### src/rtl/multiprecision_add_ctrl.sv
// ---------------------------------------------------------------------------
// multiprecision_add_ctrl
//
// Byte-serial multi-precision adder controller wrapped around an external
// combinational 8-bit full adder. Operand byte pairs arrive least-significant
// byte first, one per accepted beat. The adder carry-out of each byte is
// chained into the next byte's carry-in. Every sum byte is captured in a
// single-entry output stage with valid/ready handshaking. The most-significant
// byte of an operation also carries the final carry and the signed overflow.
//
// Ports
//   clk, rst_n            clock (rising edge), asynchronous active-low reset
//   in_valid / in_ready   input byte-pair handshake
//   in_a, in_b            operand bytes
//   in_cin                operation carry-in, used only on byte 0
//   flush                 synchronous abort of the partially accepted operation
//   add_a, add_b, add_cin drive the external adder (combinational)
//   add_sum, add_cout     external adder result (same cycle)
//   out_valid / out_ready result byte handshake
//   out_sum, out_last     result byte and most-significant-byte marker
//   out_cout, out_ovf     final carry / signed overflow, valid with out_last
//   busy                  an operation is partially accepted
// ---------------------------------------------------------------------------
module multiprecision_add_ctrl #(
    parameter int NBYTES = 4
) (
    input  logic       clk,
    input  logic       rst_n,
    input  logic       in_valid,
    output logic       in_ready,
    input  logic [7:0] in_a,
    input  logic [7:0] in_b,
    input  logic       in_cin,
    input  logic       flush,
    output logic [7:0] add_a,
    output logic [7:0] add_b,
    output logic       add_cin,
    input  logic [7:0] add_sum,
    input  logic       add_cout,
    output logic       out_valid,
    input  logic       out_ready,
    output logic [7:0] out_sum,
    output logic       out_last,
    output logic       out_cout,
    output logic       out_ovf,
    output logic       busy
);

    localparam int               CNT_W    = (NBYTES > 1) ? $clog2(NBYTES) : 1;
    localparam logic [CNT_W-1:0] LAST_CNT = CNT_W'(NBYTES - 1);

    logic [CNT_W-1:0]   cnt;
    logic               carry_q;
    logic               accept;
    logic               is_last;

    logic               vld_p1;
    logic signed [7:0]  sum_p1;
    logic               last_p1;
    logic               cout_p1;
    logic               ovf_p1;

    // Two's-complement overflow: operands agree in sign, result does not.
    function automatic logic signed_ovf(input logic signed [7:0] a,
                                        input logic signed [7:0] b,
                                        input logic signed [7:0] s);
        return ((a < 0) == (b < 0)) && ((s < 0) != (a < 0));
    endfunction

    // Single output slot: a new byte may enter when the slot is empty or
    // is being drained on this same edge.
    assign in_ready = !vld_p1 || out_ready;
    assign accept   = in_valid && in_ready && !flush;
    assign is_last  = (cnt == LAST_CNT);
    assign busy     = (cnt != '0);

    // Adder path is purely combinational; byte 0 takes the operation carry-in.
    assign add_a    = in_a;
    assign add_b    = in_b;
    assign add_cin  = (cnt == '0) ? in_cin : carry_q;

    // Stage 0 -> 1: byte position and carry chain
    always_ff @(posedge clk or negedge rst_n) begin
        if (!rst_n) begin
            cnt     <= '0;
            carry_q <= 1'b0;
        end else if (flush) begin
            cnt     <= '0;
            carry_q <= 1'b0;
        end else if (accept) begin
            carry_q <= add_cout;
            cnt     <= is_last ? '0 : cnt + CNT_W'(1);
        end
    end

    // Stage 1: output register; held while the consumer stalls
    always_ff @(posedge clk or negedge rst_n) begin
        if (!rst_n) begin
            vld_p1  <= 1'b0;
            sum_p1  <= '0;
            last_p1 <= 1'b0;
            cout_p1 <= 1'b0;
            ovf_p1  <= 1'b0;
        end else if (accept) begin
            vld_p1  <= 1'b1;
            sum_p1  <= add_sum;
            last_p1 <= is_last;
            cout_p1 <= is_last && add_cout;
            ovf_p1  <= is_last && signed_ovf(in_a, in_b, add_sum);
        end else if (out_ready) begin
            vld_p1  <= 1'b0;
        end
    end

    assign out_valid = vld_p1;
    assign out_sum   = sum_p1;
    assign out_last  = last_p1;
    assign out_cout  = cout_p1;
    assign out_ovf   = ovf_p1;

endmodule

### config.mk
export PLATFORM = sky130hd
export DESIGN_NAME = multiprecision_add_ctrl
export DESIGN_NICKNAME = d
export VERILOG_FILES = /design/src/rtl/multiprecision_add_ctrl.sv
export SDC_FILE = /design/constraint.sdc
export NUM_CORES = 1
export LEC_CHECK = 0
export BUFFER_PORTS_ARGS = -buffer_cell sky130_fd_sc_hd__buf_2
export CAP_MARGIN = 10
export CORE_MARGIN = 1
export CORE_UTILIZATION = 30
export DETAILED_ROUTE_END_ITERATION = 10
export PLACE_DENSITY = 0.74
export REMOVE_ABC_BUFFERS = 1
export SLEW_MARGIN = 20
export SYNTH_ARGS = -nofsm -noshare
export SYNTH_HDL_FRONTEND = slang
export SYNTH_SLANG_ARGS = --single-unit
### constraint.sdc
create_clock -name clk -period 4.87 [get_ports clk]
set_clock_uncertainty 0.15 [all_clocks]
set_input_delay 0.487 -clock clk [delete_from_list [all_inputs] [get_ports clk]]
set_output_delay 0.487 -clock clk [all_outputs]
set_load 0.02 [all_outputs]
==> results of run 1 <==
## kinds of logic after synthesis
family / synth area share
buffers and inverters: 0.194
flip-flops: 0.463
multiplexers: 0.196
AND/OR/NAND/NOR: 0.0725
AO/OA/AOI/OAI: 0.0432
adder cells (fa/ha/maj): 0.0309
## through the flow
step                      instances  utilization
after floorplan                  52            -
after global placement          115        0.350
after detailed placement        115        0.350
after CTS                       120        0.365
after global routing            120        0.365
final                           120        0.365
## state kept, by name (all words and copies together), names as in the netlist
signal     cells
out_cout       1
out_ovf        1
cnt            2
carry_q        1
out_valid      1
out_sum        8
out_last       1
## power by group through the flow
stage	clock (mW)	combinational, mW	sequential [mW]
after floorplan	0	0.0337	0.167
after CTS	0.0723	0.0838	0.149
final	0.0703	0.0828	0.148
after global placement	0	0.0815	0.150
after detailed placement	0	0.0831	0.151
after global routing	0.0784	0.0906	0.151
## routing by layer
layer | wire [um] | vias to the layer above | track usage | share of wire
met5 | 0 | - | 0.0625 | 0
li1 | - | 253 | - | -
met1 | 646 | 250 | 0.137 | 0.40
met2 | 708 | 40 | 0.169 | 0.44
met4 | 0 | 0 | 0.0256 | 0
met3 | 244 | 0 | 0.0989 | 0.15
## timing repair
item	4_1_cts	5_1_grt
hold buffers	1	0
gates resized for setup	0	0
setup endpoints to repair	0	0
endpoints found under the hold margin	15	0
## cells in the mapped netlist (2+ instances only)
master	number	area, sq um
mux2_4	7	105
buf_4	16	120
a21oi_1	3	15.0
nand3_1	2	10.0
mux2i_1	2	20.0
dfrtp_1	15	375
mux2_2	3	33.8
inv_1	6	22.5
nand2_1	2	7.51
ha_1	2	25.0
o21ai_0	4	20.0
## worst max path at each step
stage | startpoint | endpoint | cells past startpoint
floorplan | out_valid | out_last | 3
global placement | out_ready | in_ready | 4
detailed placement | out_ready | out_sum[4] | 4
CTS | cnt[0] | add_cin | 4
global route | cnt[0] | add_cin | 4
finish | cnt[0] | add_cin | 4
## area by class of cell
cell class,count,area share
clock buffers,3,0.0245
clock inverters,1,0.00544
inverters,7,0.0286
multi-input cells,30,0.302
flip-flops and latches,15,0.408
well taps,30,0.0408
repair buffers,34,0.190
## critical path: stages, from the launching register on
cell	delay, ns
dfrtp_1	0.42
inv_1	0.07
ha_1	0.18
mux2_2	0.33
buf_2	0.16
==> impl_metrics.ini, run 1 <==
[outcome]
status = finished, final reports clean

[logic_synthesis]
avgSynthCellArea_sq_um = 11.8
synth_warnings = 0
synthArstFlopShare = 1.00
synth-seq-cells = 15
synth-edff-count = 0
ys_types = 18
netlist_area_sq_um = 811
synth.yosys.seq_area_share = 0.463
syn_inst = 69
synth-main-ff-cell = dfrtp_1

[power_and_ir_drop]
power_density_nw_per_um2 = 328
p_total_uw = 301
clkPwrFrac = 0.233
pwr-share-comb = 0.275
ir_worst_vdd_mv = 0.165
swShare = 0.308
pwr-share-seq = 0.492
cellLeakagePower_nw = 0.504
p_sw_uw = 92.7
p_int_uw = 209

[final_layout]
seqCellArea_sq_um = 375
final_cell_mix = buf_2, dfrtp_1, mux2_4, inv_1, o21ai_0
final_common_cell = buf_2
syn2layout_area_growth_pct = 13.4
fin_nets = 124
multi_input_area_sq_um = 278
fill_cells = 255
final_area_sq_um = 920
antenna_cells = 0
layout-drive-gt1-share = 0.544

[sta]
tns_ns = 0
hold_slack_ns = 0.242
finalMaxSlewViolations = 0
worst_pin_slew_ns = 0.341
hold_violations = 0
post-route-period-util = 0.425
finalSetupViolCount = 0
worst_slack_ns = 2.80
timing.fmax_ghz = 0.483
rsz0062_at_grt = no
max_slew_margin = 0.773
finalCriticalPeriod_ns = 2.07

[worst_setup_path]
critPathMaxFanout = 4
r2r_end = out_sum[0]
r2r_cells = 3
cp-start-kind = flip-flop
worstPathRequired_ns = 4.23
crit_arrival_ns = 1.43
reg2reg_setup_slack_ns = 3.26
worstReg2RegStart = out_valid
critPathKind = reg -> out
endpoint_kind = output port

[clock_tree]
cts_setup_buffers = 0
root_buffer = clkbuf_4
clk_path_buf_depth = 2
cts_buffers = 3
cts_tree = yes
clk_latency_ns = 0.28
cts.clk_slew.worst_paths_ns = 0.09
htree_num_levels = 1
cts_sinks = 15

[global_routing]
antenna_found_initial = 0
grt_max_degree = 16
grt_pass1_vias = 527
grt_pass1_wl_um = 2450
track_usage = 0.121
grt-ovfl-total = 0

[floorplan]
core_area_sq_um = 2520
die_area_sq_um = 2910
fp.dieW_um = 54.0
die-height_um = 54.0
rows = 18
initial_core_util = 0.321
ios = 62

[min_path]
hold_path.class = in -> reg
holdCritStartpoint = flush
hold_end = cnt[0]
holdPathStages = 2

[placed_design]
portBuffers = 33
pre_cts_ws_ns = 3.04
place_area_sq_um = 882
routabilityCongestion = 0.691
dp_hpwl_um = 1260

[routing]
wl_per_cell_um = 13.3
ant_nets = 0
first_iter_violations = 3
vias_per_cell = 4.53
drc = 0
vias = 543
wl_um = 1600
dr.pass1.iters = 3

[run]
max-cap-violations = 0
No activity file was read; power rests on OpenSTA's default activity.
==> run 2, diff against run 1 <==
- PLACE_DENSITY: 0.74 -> 0.77
- clock period: 4.87 -> 1.75 ns (I/O delays scaled with it)
==> run 2 against run 1 <==
Critical path depth unchanged. Sequential cell count unchanged. Cell area increased by 14%. First-iteration DRC count increased by 100%. Sequential share of layout area decreased by 4.9 points. Count of clock-buffer cells in the layout increased by 1. Total power increased to 2.9 times the previous value. Worst hold slack got worse by 0.21 ns. Core utilization increased by 5.0 points. Global-route usage increased by 0.79 points. Non-clock buffer count increased by 12. Setup slack got worse by 2.7 ns. Critical endpoint unchanged.
==> impl_metrics.ini, run 2 (same netlist as run 1, synthesis figures left out) <==
[sta]
finalMaxSlewViolations = 0
hold_violations = 0
hold_slack_ns = 0.0306
finalSetupViolCount = 0
worst_pin_slew_ns = 0.323
finalCriticalPeriod_ns = 1.67
worst_slack_ns = 0.0803
timing.fmax_ghz = 0.599
post-route-period-util = 0.954
max_slew_margin = 0.784

[final_layout]
fin_nets = 136
final_cell_mix = buf_2, dfrtp_1, dlygate4sd3_1, mux2_4, inv_1
antenna_cells = 0
layoutNonFillerInstCount = 132
final_common_cell = buf_2
final_util = 0.415
final_area_sq_um = 1050
fill_cells = 266
syn2layout_area_growth_pct = 29.0
largest_register_ffs = 8
layout-drive-gt1-share = 0.500

[power_and_ir_drop]
power_density_nw_per_um2 = 822
ir_worst_vdd_mv = 0.620
cellLeakagePower_nw = 0.559

[worst_setup_path]
critPathMaxFanout = 2
startpoint = cnt[1]
crit_slowest_cell = dfrtp_1
crit_buf_inv = 2
critical-path-max-stage-delay_ns = 0.39
critPathTopFamily = flip-flops
worstReg2RegStart = cnt[0]
worstPathRequired_ns = 1.42
path_cells = inv_1 > ha_2 > mux2_4 > buf_6
endpoint_kind = output port
cp-start-kind = flip-flop
critPathKind = reg -> out
crit_arrival_ns = 1.34

[placed_design]
place_area_sq_um = 882
pre_cts_ws_ns = 0.167
placed_cells = 115
routabilityCongestion = 0.814
dp_hpwl_um = 1190
portBuffers = 33

[outcome]
status = finished, final reports clean

[routing]
first_iter_violations = 6
ant_nets = 0
wl_um = 1650
vias_per_cell = 4.57
wl_per_cell_um = 12.5
drc = 0
vias = 603
dr.pass1.iters = 4

[clock_tree]
cts_buffers = 3
clk_latency_ns = 0.27
cts_tree = yes
cts.clk_slew.worst_paths_ns = 0.08
cts_sinks = 15
clk_path_buf_depth = 2
htree_num_levels = 1
root_buffer = clkbuf_4

[global_routing]
grt-ovfl-total = 0
grt_pass1_vias = 643
track_usage = 0.128
grt_pass1_wl_um = 2620
antenna_found_initial = 0
grt_max_degree = 16

[floorplan]
rows = 18
core_area_sq_um = 2520
initial_core_util = 0.321
die_area_sq_um = 2910
ios = 62
die-height_um = 54.0
fp.dieW_um = 54.0

[min_path]
hold_path.class = in -> reg
holdCritStartpoint = in_valid

[run]
max-cap-violations = 0
## run 2: path summary, 6_finish.rpt
kind,endpoint,cells past startpoint,slack [ns]
hold reg to reg,out_sum[6],1,0.36
setup / recovery,add_cin,4,0.08
max in group asynchronous,out_sum[3],2,1.03
hold / removal,carry_q,3,0.03
setup reg to reg,cnt[0],4,0.15
min in group asynchronous,cnt[0],2,0.17
## run 2: worst register-to-register path, delay by kind of cell, from the launching register on
kind	cells	cell delay, ns
AOI/OAI and AO/OA	1	0.13
buffers and inverters	1	0.14
DFF	1	0.38
and+or+nand+nor	1	0.50
adders and majority gates	1	0.23
## run 2: stage by stage
stage	power [mW]	TNS, ns
after CTS	0.866	0
after detailed placement	0.650	0
final	0.860	0
after floorplan	0.558	0
after global routing	0.924	-0.00288
after global placement	0.645	0
## run 2: timing repair
item	in CTS	in global routing
endpoints found under the setup margin	1	1
hold buffers	11	0
pin swaps	0	1
gates resized for setup	0	4
buffers inserted	1	1
endpoints found under the hold margin	26	0
## run 2: cell type report
| cell class | instances | area [sq um] | area share |
|---|---|---|---|
| timing repair buffer | 46 | 297 | 0.283 |
| sequential | 15 | 375 | 0.359 |
| clock buffer | 4 | 26.3 | 0.0251 |
| tap | 30 | 37.5 | 0.0359 |
| multi-input combinational | 30 | 284 | 0.272 |
| inverter | 7 | 26.3 | 0.0251 |
## run 2: layer usage
| metal | wire length [um] | GRT usage | up-vias |
|---|---|---|---|
| met3 | 254 | 0.110 | 2 |
| met5 | 0 | 0 | - |
| met1 | 650 | 0.127 | 275 |
| li1 | - | - | 275 |
| met4 | 15 | 0.0299 | 0 |
| met2 | 728 | 0.204 | 51 |
## run 2: power by group
part	leakage, nW	switching, mW	internal [mW]	total [mW]
registers	0.188	0.0208	0.389	0.410
logic	0.356	0.130	0.132	0.262
clock network	0.0150	0.100	0.0883	0.188
total	0.559	0.251	0.609	0.860
